$ cat config.mk
export PLATFORM = sky130hd
export DESIGN_NAME = mmio_word_fifo
export DESIGN_NICKNAME = d
export VERILOG_FILES = /design/src/rtl/mmio_word_fifo.sv
export SDC_FILE = /design/constraint.sdc
export NUM_CORES = 1
export LEC_CHECK = 0
export CAP_MARGIN = 20
export CORE_ASPECT_RATIO = 1.75
export CORE_MARGIN = 3
export CORE_UTILIZATION = 30
export DETAILED_ROUTE_END_ITERATION = 8
export SLEW_MARGIN = 20
export SYNTH_ARGS = -nofsm -noshare
export SYNTH_HDL_FRONTEND = slang
export SYNTH_SLANG_ARGS = --single-unit
$ cat constraint.sdc
create_clock -name clk -period 1.3 [get_ports clk]
set_input_delay 0.325 -clock clk [delete_from_list [all_inputs] [get_ports clk]]
set_output_delay 0.325 -clock clk [all_outputs]
set_load 0.02 [all_outputs]
$ cat src/rtl/mmio_word_fifo.sv
// Parametrised MMIO word FIFO.
// MODE=0: delay line, where every write shifts in and rd_data is the word written DEPTH writes ago.
// MODE=1: first-word-fall-through queue with pop, occupancy and sticky error flags.
// All outputs are registered state or combinational from registered state only.
module mmio_word_fifo #(
    parameter int WIDTH = 64,
    parameter int DEPTH = 8,
    parameter int MODE  = 0
) (
    input  logic                       clk,
    input  logic                       rst,
    input  logic                       wr_en,
    input  logic [WIDTH-1:0]           wr_data,
    input  logic                       rd_en,
    output logic [WIDTH-1:0]           rd_data,
    output logic                       full,
    output logic                       empty,
    output logic [$clog2(DEPTH+1)-1:0] count,
    output logic                       overflow,
    output logic                       underflow,
    input  logic                       clr_err
);

    localparam int PW = $clog2(DEPTH);
    localparam int CW = $clog2(DEPTH + 1);
    localparam logic [CW-1:0] FULL_CNT = CW'(DEPTH);

    logic [WIDTH-1:0] mem_q [DEPTH];
    logic [WIDTH-1:0] mem_d [DEPTH];
    logic [PW-1:0]    wr_ptr_q, wr_ptr_d;
    logic [PW-1:0]    rd_ptr_q, rd_ptr_d;
    logic [CW-1:0]    count_q, count_d;
    logic             overflow_q, overflow_d;
    logic             underflow_q, underflow_d;
    logic             push, pop;

    // Next-state for storage, pointers, occupancy and sticky error flags
    always_comb begin
        mem_d       = mem_q;
        wr_ptr_d    = wr_ptr_q;
        rd_ptr_d    = rd_ptr_q;
        count_d     = count_q;
        overflow_d  = overflow_q;
        underflow_d = underflow_q;
        push        = 1'b0;
        pop         = 1'b0;

        if (MODE == 0) begin
            // Delay line: shift on every write; count saturates once the line is primed.
            if (wr_en) begin
                mem_d[0] = wr_data;
                for (int i = 1; i < DEPTH; i++) begin
                    mem_d[i] = mem_q[i-1];
                end
                if (count_q != FULL_CNT) begin
                    count_d = count_q + CW'(1);
                end
            end
        end else begin
            // A push into a full queue is allowed when a pop frees the head slot in the same cycle.
            push = wr_en && ((count_q != FULL_CNT) || rd_en);
            pop  = rd_en && (count_q != '0);

            if (push) begin
                mem_d[wr_ptr_q] = wr_data;
                wr_ptr_d        = wr_ptr_q + PW'(1);
            end
            if (pop) begin
                rd_ptr_d = rd_ptr_q + PW'(1);
            end
            if (push && !pop) begin
                count_d = count_q + CW'(1);
            end else if (pop && !push) begin
                count_d = count_q - CW'(1);
            end

            // Clear first so that a new error in the same cycle wins.
            if (clr_err) begin
                overflow_d  = 1'b0;
                underflow_d = 1'b0;
            end
            if (wr_en && !push) begin
                overflow_d = 1'b1;
            end
            if (rd_en && !pop) begin
                underflow_d = 1'b1;
            end
        end
    end

    // State registers with synchronous reset that overrides all other inputs
    always_ff @(posedge clk) begin
        if (rst) begin
            for (int i = 0; i < DEPTH; i++) begin
                mem_q[i] <= '0;
            end
            wr_ptr_q    <= '0;
            rd_ptr_q    <= '0;
            count_q     <= '0;
            overflow_q  <= 1'b0;
            underflow_q <= 1'b0;
        end else begin
            mem_q       <= mem_d;
            wr_ptr_q    <= wr_ptr_d;
            rd_ptr_q    <= rd_ptr_d;
            count_q     <= count_d;
            overflow_q  <= overflow_d;
            underflow_q <= underflow_d;
        end
    end

    // Output decode from registered state; an empty queue presents zero, not stale data
    always_comb begin
        if (MODE == 0) begin
            rd_data = mem_q[DEPTH-1];
        end else if (count_q == '0) begin
            rd_data = '0;
        end else begin
            rd_data = mem_q[rd_ptr_q];
        end
        full      = (count_q == FULL_CNT);
        empty     = (count_q == '0);
        count     = count_q;
        overflow  = overflow_q;
        underflow = underflow_q;
    end

endmodule

Word-level counts from Yosys, hierarchy flattened
Index checks and enable logic that the tools add are counted.
{"block": "totals", "regBits": 516, "out_inout_bits": 72, "word_cells": 14, "in_bits": 69}
{"block": "op_classes", "n_reduce_logical": 2, "n_eq_ne": 2, "add_sub_neg": 1}
{"op": "adder 4 x 1 -> 4 bit (second input constant)", "count": 1}
{"op": "== test 4 bit (second input constant)", "count": 1}
{"op": "logical NOT 4 bit", "count": 1}
{"op": "!= test 4 bit (second input constant)", "count": 1}
{"op": "AND reduction 2 bit", "count": 1}

Logic depth before layout (Yosys ltp)
Gate-level depths: netlist of the first run.
{"block": "logic_depth", "word_depth": 2, "ltp_mapped": 6}

Least setup slack after synthesis of the first run
Ideal clock, no wire load.
{"block": "synth_path", "path_kind": "register to register", "startpoint": "register count_q[0] (netlist: count[0])", "endpoint": "register count_q[2] (netlist: count[2])", "path_stages_with_launch": 7, "synth_period_minus_slack_ps": 1536, "required_ps": 1230, "slack_ps": -236, "t_arrival_ps": 1466, "setup_time_ps": 70, "path_cell_list": "dfxtp_1 -> inv_1 -> ha_1 -> nand3b_2 -> inv_1 -> or3_1 -> a21oi_1"}
{"block": "synth_between", "elab_chain_cells": 2}
{"element": "from (decl)", "line_no": "32", "source": "logic [CW-1:0] count_q, count_d;"}
{"element": "from (signal assigned)", "line_no": "106", "source": "count_q <= count_d;"}
{"element": "parallel branches: the longest is 2 deep, another holds adder 4 x 1 -> 4 bit"}
Parallel ways; which one is timed is not known.
A chain may end at the register's enable or synchronous reset.

Worst setup path in the final report of the first run
{"block": "layout_path", "startpoint": "register count_q[0] (netlist: count[0])", "endpoint": "output port empty"}
{"block": "layout_between", "elab_chain_cells": 1}
{"element": "logical NOT 4 bit", "line_no": "122", "source": "empty = (count_q == '0);"}
{"element": "to (decl)", "line_no": "17", "source": "output logic empty,"}
Every way passes these cells.

==> out/summary.txt, run 1 <==
Root Buffer: clkbuf_16
Number of global-route vias before repair: 11,487
Mapped cell area: 0.01866 sq mm
Ys async rst share: 0%
Antenna-violating nets left: 0
Seq/Total Area, Yosys: 55.35%
Starting Density: 30.39%
Leak: 10.24 nW
Post-synth top area cell: dfxtp_1
Core area: 0.06141 sq mm
Overall Global Routing Usage: 10.06%
Mean Syn Cell Area: 10.71 sq um
Setup crit start kind: flip-flop
Post-synth top area share: 55.35%
Clk Latency, worst-skew pair: 0.58 ns
Die area: 0.06536 sq mm
DRC: 0
Dominant synthesized flop cell: dfxtp_1
Fillers: 5,985
Pin count of the biggest net entering global routing: 41
Synth area leaders: dfxtp_1 55%, mux2i_1 27%, nor2_1 10%
Final WS setup: -0.5200 ns
Num CTS Buffers: 49
Antenna violations before repair: 6
Drt first pass iters: 4
Crit Path Class: flip-flop to output port
Req. time, crit path: 0.98 ns
Drt first-iter violations: 287
Post-synthesis instance total: 1,742
Max-slew violations: 0
DR vias/cell: 4.272
Layout cell share with drive strength beyond 1: 17.71%
Post-synth EDFFs: 0
PwrDens: 1438 mW/mm^2
Peak VDD IR: 1002 uV
Post-route clock period utilization: 140.0%
Hold Crit Class: input pin to flip-flop
CTS clk-pin slew, worst paths: 0.06 ns
DR vias: 11,510
Fin nets: 1,929
Grt ovf: 0
Drt total wl: 33,270 um
Number of I/O port buffers: 136
# H-tree levels: 2
Die Height: 336.0 um
Clock skew: 0.01351 ns
CP max FO: 2
Global-route wire length before repair: 55,990 um
Yosys cell types: 20
GP Congestion: 0.7084
Rows: 120
Yosys reg bits: 516
RSZ-0062 raised after global routing: yes
Hold Fails Final Rpt: 0
Failing checks: negative setup slack
Die X: 194.6 um
Max_cap viols: 0
Fmax achieved: 0.5495 GHz
Area growth syn-to-layout: 23.25%
Outcome: complete, but fails checks
Cts hold-fix bufs: 0
Final setup vio count: 71
Arrival time worst endpoint: 1.49 ns
Ports: 141
Setup_tns: -5.367 ns
Hpwl dp: 21,850 um
DR WL/cell: 12.35 um
Top cells by count, synth: 516 x dfxtp_1, 513 x nor2_1, 512 x mux2i_1
Critical path capture point type: output port
CTS tree: yes
Ys Warns: 0
Fin crit period: 1.820 ns
Count leader, synth: dfxtp_1
Maximum root-to-sink buffer count: 3
Power Total: 33.08 mW
CTS Sinks: 516
power breakdown:
group          switching (mW)  total [mW]  internal (mW)
Clock                    6.02        15.0           9.00
Sequential              0.131        16.2           16.1
Combinational           0.910        1.88          0.969
path summary, 6_finish.rpt:
check             startpoint           to  slack (ns)  depth (start not counted)
hold / removal           rst   mem_q[333]        0.15                          3
setup reg to reg    count[1]     count[2]       -0.14                          8
setup / recovery    count[0]        empty       -0.52                          4
hold reg to reg   mem_q[121]  rd_data[57]        0.49                          2
sequential cells by signal, summed over array words and instances (netlist names):
register  flops
mem_q       448
rd_data      64
count         4
cells in the final DEF (no fill, tap or decap), drive strengths merged:
master / netlist / final
clkinvlp: 0 / 3
nand3: 2 / 2
ha: 2 / 2
nand4: 1 / 1
inv: 3 / 4
xor2: 1 / 1
nor2: 513 / 513
nor3b: 1 / 1
nand3b: 1 / 1
bufinv: 0 / 6
diode: 0 / 4
a21o: 2 / 2
clkinv: 0 / 9
nand2: 2 / 2
clkdlybuf4s50: 0 / 64
or3: 1 / 1
mux2i: 512 / 512
a21oi: 3 / 3
conb: 1 / 2
buf: 137 / 181
dfxtp: 516 / 516
clkbuf: 44 / 71
routing by layer:
layer / share of wire (%) / GRT usage (%) / up-vias
li1: - / - / 5931
met1: 45 / 12.18 / 5351
met2: 47 / 16.84 / 151
met3: 4.9 / 2.706 / 73
met4: 3.6 / 4.281 / 4
met5: 0.093 / 0 / -
kinds of logic (layout without fill, tap and decap cells):
logic type / count (synthesis) / in the layout / share of synthesized area, %
other cells: 1 / 6 / 0.02009
simple gates: 521 / 521 / 10.58
buf+inv: 184 / 338 / 6.255
mux: 512 / 512 / 27.46
fa+ha+maj: 2 / 2 / 0.1341
xor+xnor: 1 / 1 / 0.04693
compound gates: 5 / 5 / 0.1608
flops: 516 / 516 / 55.35
area by class of cell:
| type | count | area [sq um] | area share (%) |
|---|---|---|---|
| well taps | 793 | 992.2 | 4.313 |
| inverters | 3 | 11.26 | 0.04895 |
| multi-input cells | 1043 | 7194 | 31.28 |
| flip-flops and latches | 516 | 10420 | 45.31 |
| clock buffers | 71 | 1461 | 6.353 |
| repair buffers | 245 | 2651 | 11.53 |
| clock inverters | 19 | 260.3 | 1.131 |
| diodes | 4 | 10.01 | 0.04351 |
stage by stage:
stage / instance area [sq um] / utilization, % / std cells / hold slack (ns) / setup WS (ns)
floorplan: 18670 / - / 1743 / 0.4601 / -0.1936
global placement: 20840 / 33.94 / 2573 / 0.4717 / -0.3795
detailed placement: 20840 / 33.94 / 2573 / 0.4822 / -0.4033
CTS: 22910 / 37.30 / 2682 / 0.09948 / -0.5215
global route: 22990 / 37.44 / 2690 / 0.1265 / -0.5966
finish: 23000 / 37.46 / 2694 / 0.1542 / -0.5200
what timing repair did:
| action | CTS | global route |
|---|---|---|
| endpoints found under the setup margin | 71 | 71 |
| gates resized for setup | 458 | 7 |
| hold endpoints to repair | 0 | 0 |
| setup buffers | 19 | 8 |
| pin swaps | 1 | 1 |
worst max-delay path: stages, from the launching register on:
cell,delay [ns]
dfxtp_2,0.34
inv_2,0.07
ha_4,0.14
nor3b_4,0.21
buf_6,0.15
Note: power is estimated with default switching activity, not from simulation.
==> run 2, diff against run 1 <==
--- a/config.mk
+++ b/config.mk
@@ -5,12 +5,14 @@
 export SDC_FILE = /design/constraint.sdc
 export NUM_CORES = 1
 export LEC_CHECK = 0
+export ABC_CLOCK_PERIOD_IN_PS = 1300
 export CAP_MARGIN = 20
 export CORE_ASPECT_RATIO = 1.75
 export CORE_MARGIN = 3
 export CORE_UTILIZATION = 30
 export DETAILED_ROUTE_END_ITERATION = 8
-export SLEW_MARGIN = 20
+export HOLD_SLACK_MARGIN = 0.05
+export SLEW_MARGIN = 10
 export SYNTH_ARGS = -nofsm -noshare
 export SYNTH_HDL_FRONTEND = slang
 export SYNTH_SLANG_ARGS = --single-unit
==> results of run 2 <==
The final DEF is identical to that of run 1; final timing and power are the same.
==> run 3, diff against run 2 <==
--- a/config.mk
+++ b/config.mk
@@ -5,12 +5,12 @@
 export SDC_FILE = /design/constraint.sdc
 export NUM_CORES = 1
 export LEC_CHECK = 0
-export ABC_CLOCK_PERIOD_IN_PS = 1300
 export CAP_MARGIN = 20
 export CORE_ASPECT_RATIO = 1.75
 export CORE_MARGIN = 3
 export CORE_UTILIZATION = 30
 export DETAILED_ROUTE_END_ITERATION = 8
+export DONT_BUFFER_PORTS = 1
 export HOLD_SLACK_MARGIN = 0.05
 export SLEW_MARGIN = 10
 export SYNTH_ARGS = -nofsm -noshare
==> constraint.sdc (replaced) <==
create_clock -name clk -period 1.5 [get_ports clk]
set_input_delay 0.375 -clock clk [delete_from_list [all_inputs] [get_ports clk]]
set_output_delay 0.375 -clock clk [all_outputs]
set_load 0.02 [all_outputs]
==> out/summary.txt, run 3 <==
Mapped cell area: 0.01866 sq mm
Mean Syn Cell Area: 10.71 sq um
Setup bufs post-CTS: 1
Ports: 141
Num CTS Buffers: 50
Post-synth top area cell: dfxtp_1
Ys async rst share: 0%
Seq/Total Area, Yosys: 55.35%
Count leader, synth: dfxtp_1
Ys Warns: 0
Outcome: did not finish
# resized after CTS: 35
Dominant synthesized flop cell: dfxtp_1
Hpwl dp: 16,700 um
Rows: 120
Root Buffer: clkbuf_16
Top cells by count, synth: 516 x dfxtp_1, 513 x nor2_1, 512 x mux2i_1
CTS Sinks: 516
Starting Density: 30.39%
Cts hold-fix bufs: 491
Number of I/O port buffers: 0
Stop stage: clock tree synthesis
Log Error: [ERROR RSZ-0060] Max buffer count reached.
Post-synth EDFFs: 0
Maximum root-to-sink buffer count: 3
Post-synth top area share: 55.35%
Yosys cell types: 20
# H-tree levels: 2
Post-synthesis instance total: 1,742
Synth area leaders: dfxtp_1 55%, mux2i_1 27%, nor2_1 10%
Yosys reg bits: 516
GP Congestion: 0.6609
Die X: 194.6 um
Die Height: 336.0 um
==> run 3: cell counts after synthesis <==
Identical to the previous run, type by type.
==> run 3: kinds of logic after synthesis <==
kind of cell,after synthesis,share of synthesized area (%)
simple gates,521,10.58
flops,516,55.35
mux,512,27.46
buf+inv,184,6.255
compound gates,5,0.1608
fa+ha+maj,2,0.1341
other cells,1,0.02009
xor+xnor,1,0.04693
==> run 3: through the flow <==
step,cell area [sq um],cells,worst slack (ns),utilization [%]
3_3_place_gp,18550,2360,0.1915,30.20
3_5_place_dp,18550,2360,0.1098,30.20
2_1_floorplan,18670,1743,0.006360,-
==> run 4, diff against run 3 <==
--- a/config.mk
+++ b/config.mk
@@ -6,12 +6,11 @@
 export NUM_CORES = 1
 export LEC_CHECK = 0
 export CAP_MARGIN = 20
-export CORE_ASPECT_RATIO = 1.75
 export CORE_MARGIN = 3
-export CORE_UTILIZATION = 30
+export CORE_UTILIZATION = 20
 export DETAILED_ROUTE_END_ITERATION = 8
 export DONT_BUFFER_PORTS = 1
-export HOLD_SLACK_MARGIN = 0.05
+export PLACE_DENSITY_LB_ADDON = 0.15
 export SLEW_MARGIN = 10
 export SYNTH_ARGS = -nofsm -noshare
 export SYNTH_HDL_FRONTEND = slang
==> constraint.sdc (replaced) <==
create_clock -name clk -period 2 [get_ports clk]
set_input_delay 0.5 -clock clk [delete_from_list [all_inputs] [get_ports clk]]
set_output_delay 0.5 -clock clk [all_outputs]
set_load 0.02 [all_outputs]
==> out/summary.txt, run 4 (synthesized netlist as in run 1, its figures left out) <==
Outcome: complete, but fails checks
Failing checks: max-slew violations
Number of global-route vias before repair: 10,551
Clk pwr share: 51.8%
NetSw: 4.749 mW
DR vias: 11,061
Peak VDD IR: 508.2 uV
Pin count of the biggest net entering global routing: 519
Fmax achieved: 0.5119 GHz
Global-route wire length before repair: 59,510 um
CTS tree: yes
Antenna-violating nets left: 0
Seq pwr share: 45.4%
Commonest non-fill, non-tap cell in the layout: nor2_1
Layout cell share with drive strength beyond 1: 6.588%
Die Height: 311.5 um
RSZ-0062 raised after global routing: yes
GP Congestion: 0.6381
Reg-to-reg slack, setup: 0.68 ns
Core area: 0.09208 sq mm
Drt first pass iters: 4
CP Launch Point: count[0]
R2r endpoint: rd_data[2]
Reg2Reg Depth: 3
Number of I/O port buffers: 0
Rows: 111
Max-slew violations: 198
Sw Share: 20.49%
Root Buffer: clkbuf_16
Reg with most FFs: mem_q
Fillers: 9,741
Arrival time worst endpoint: 1.45 ns
Placed Area: 0.01909 sq mm
Grt ovf: 0
Post-route clock period utilization: 97.68%
Rel. slew slack: -41.67%
Area growth syn-to-layout: 19.70%
Maximum root-to-sink buffer count: 3
Worst Hold Depth: 2
Req. time, crit path: 1.50 ns
DR WL/cell: 11.86 um
Fin nets: 1,802
Setup_tns: 0 ns
Ports: 141
Critical path capture point type: output port
Worst Hold End: mem_q[452]
Internal: 18.43 mW
Overall Global Routing Usage: 7.440%
Clk Latency, worst-skew pair: 0.60 ns
# H-tree levels: 3
Most frequent cells in the layout: 513 x nor2_1, 512 x mux2i_1, 512 x dfxtp_1
DRC: 0
Design area: 0.02234 sq mm
Drt first-iter violations: 708
Hold Fails Final Rpt: 0
Final setup vio count: 0
Setup crit start kind: flip-flop
Leak: 9.671 nW
CTS Sinks: 516
DR vias/cell: 3.659
Antenna violations before repair: 5
Hold_sp: wr_data[4]
R2r startpoint: rd_data[2]
Comb pwr share: 2.8%
Hpwl dp: 17,510 um
Slowest CP cell: dfxtp_2
Worst Tran Pin Value: 2.125 ns
Starting Density: 20.27%
Power Total: 23.18 mW
Die X: 311.5 um
PwrDens: 1038 mW/mm^2
Number of flip-flops under the largest register name: 448
Clock skew: 0.01623 ns
CTS clk-pin slew, worst paths: 0.05 ns
Hold Crit Class: input pin to flip-flop
Fin crit period: 1.954 ns
Max_cap viols: 0
Num CTS Buffers: 67
Die area: 0.09702 sq mm
Drt total wl: 35,870 um
Crit Path Class: flip-flop to output port
CP max FO: 2
Cell chain of the critical path: inv_2 -> ha_4 -> nor3b_2 -> buf_4
Crit-path max cell delay: 0.32 ns
-- run 4: worst max path at each step --
stage / endpoint / cells past startpoint
after detailed placement: empty / 4
after floorplan: empty / 3
after CTS: empty / 4
final: empty / 4
after global placement: empty / 4
after global routing: empty / 4
-- run 4: metrics by stage --
step | hold WS (ns) | util [%] | worst slack [ns] | cells
after floorplan | 0.4601 | - | 0.3000 | 1743
after global placement | 0.4729 | 20.73 | 0.5434 | 2808
after detailed placement | 0.4804 | 20.73 | 0.5500 | 2808
after CTS | 0.001148 | 24.23 | -0.01528 | 3017
after global routing | 0.01180 | 24.25 | -0.05542 | 3019
final | 0.06405 | 24.26 | 0.04632 | 3023
-- run 4: cell type report --
class                      count  area [sq um]  area share, %
sequential                   516         10330          46.26
multi-input combinational   1043          7197          32.22
clock buffer                  97          1984          8.883
tap                         1243          1555          6.962
timing repair buffer         100          1013          4.537
clock inverter                17         234.0          1.047
inverter                       3         11.26        0.05041
antenna                        4         10.01        0.04481
-- run 4: critical path, delay by kind of cell (launching register included) --
family                   cells  cell delay, ns
buffers and inverters        2            0.23
AND/OR/NAND/NOR              1            0.16
flip-flops                   1            0.32
adder cells (fa/ha/maj)      1            0.14
-- run 4: power groups by stage --
| stage | registers (mW) | clock network [mW] | logic (mW) |
|---|---|---|---|
| floorplan | 10.7 | 0 | 0.814 |
| global placement | 10.8 | 0 | 0.419 |
| detailed placement | 10.8 | 0 | 0.425 |
| CTS | 10.5 | 12.7 | 0.581 |
| global route | 10.5 | 13.1 | 0.641 |
| finish | 10.5 | 12.0 | 0.646 |
-- run 4: repair_timing --
action,in CTS,in global routing
pin swaps,1,1
resized for setup,11,0
setup endpoints to repair,2,1
hold endpoints to repair,176,1
hold buffers,93,1
setup buffers,2,1
-- run 4: layer usage --
metal,GRT usage [%],part of all wire (%)
met2,10.35,39
met4,3.580,4.1
met3,2.900,6.1
met5,0,0
met1,9.968,50
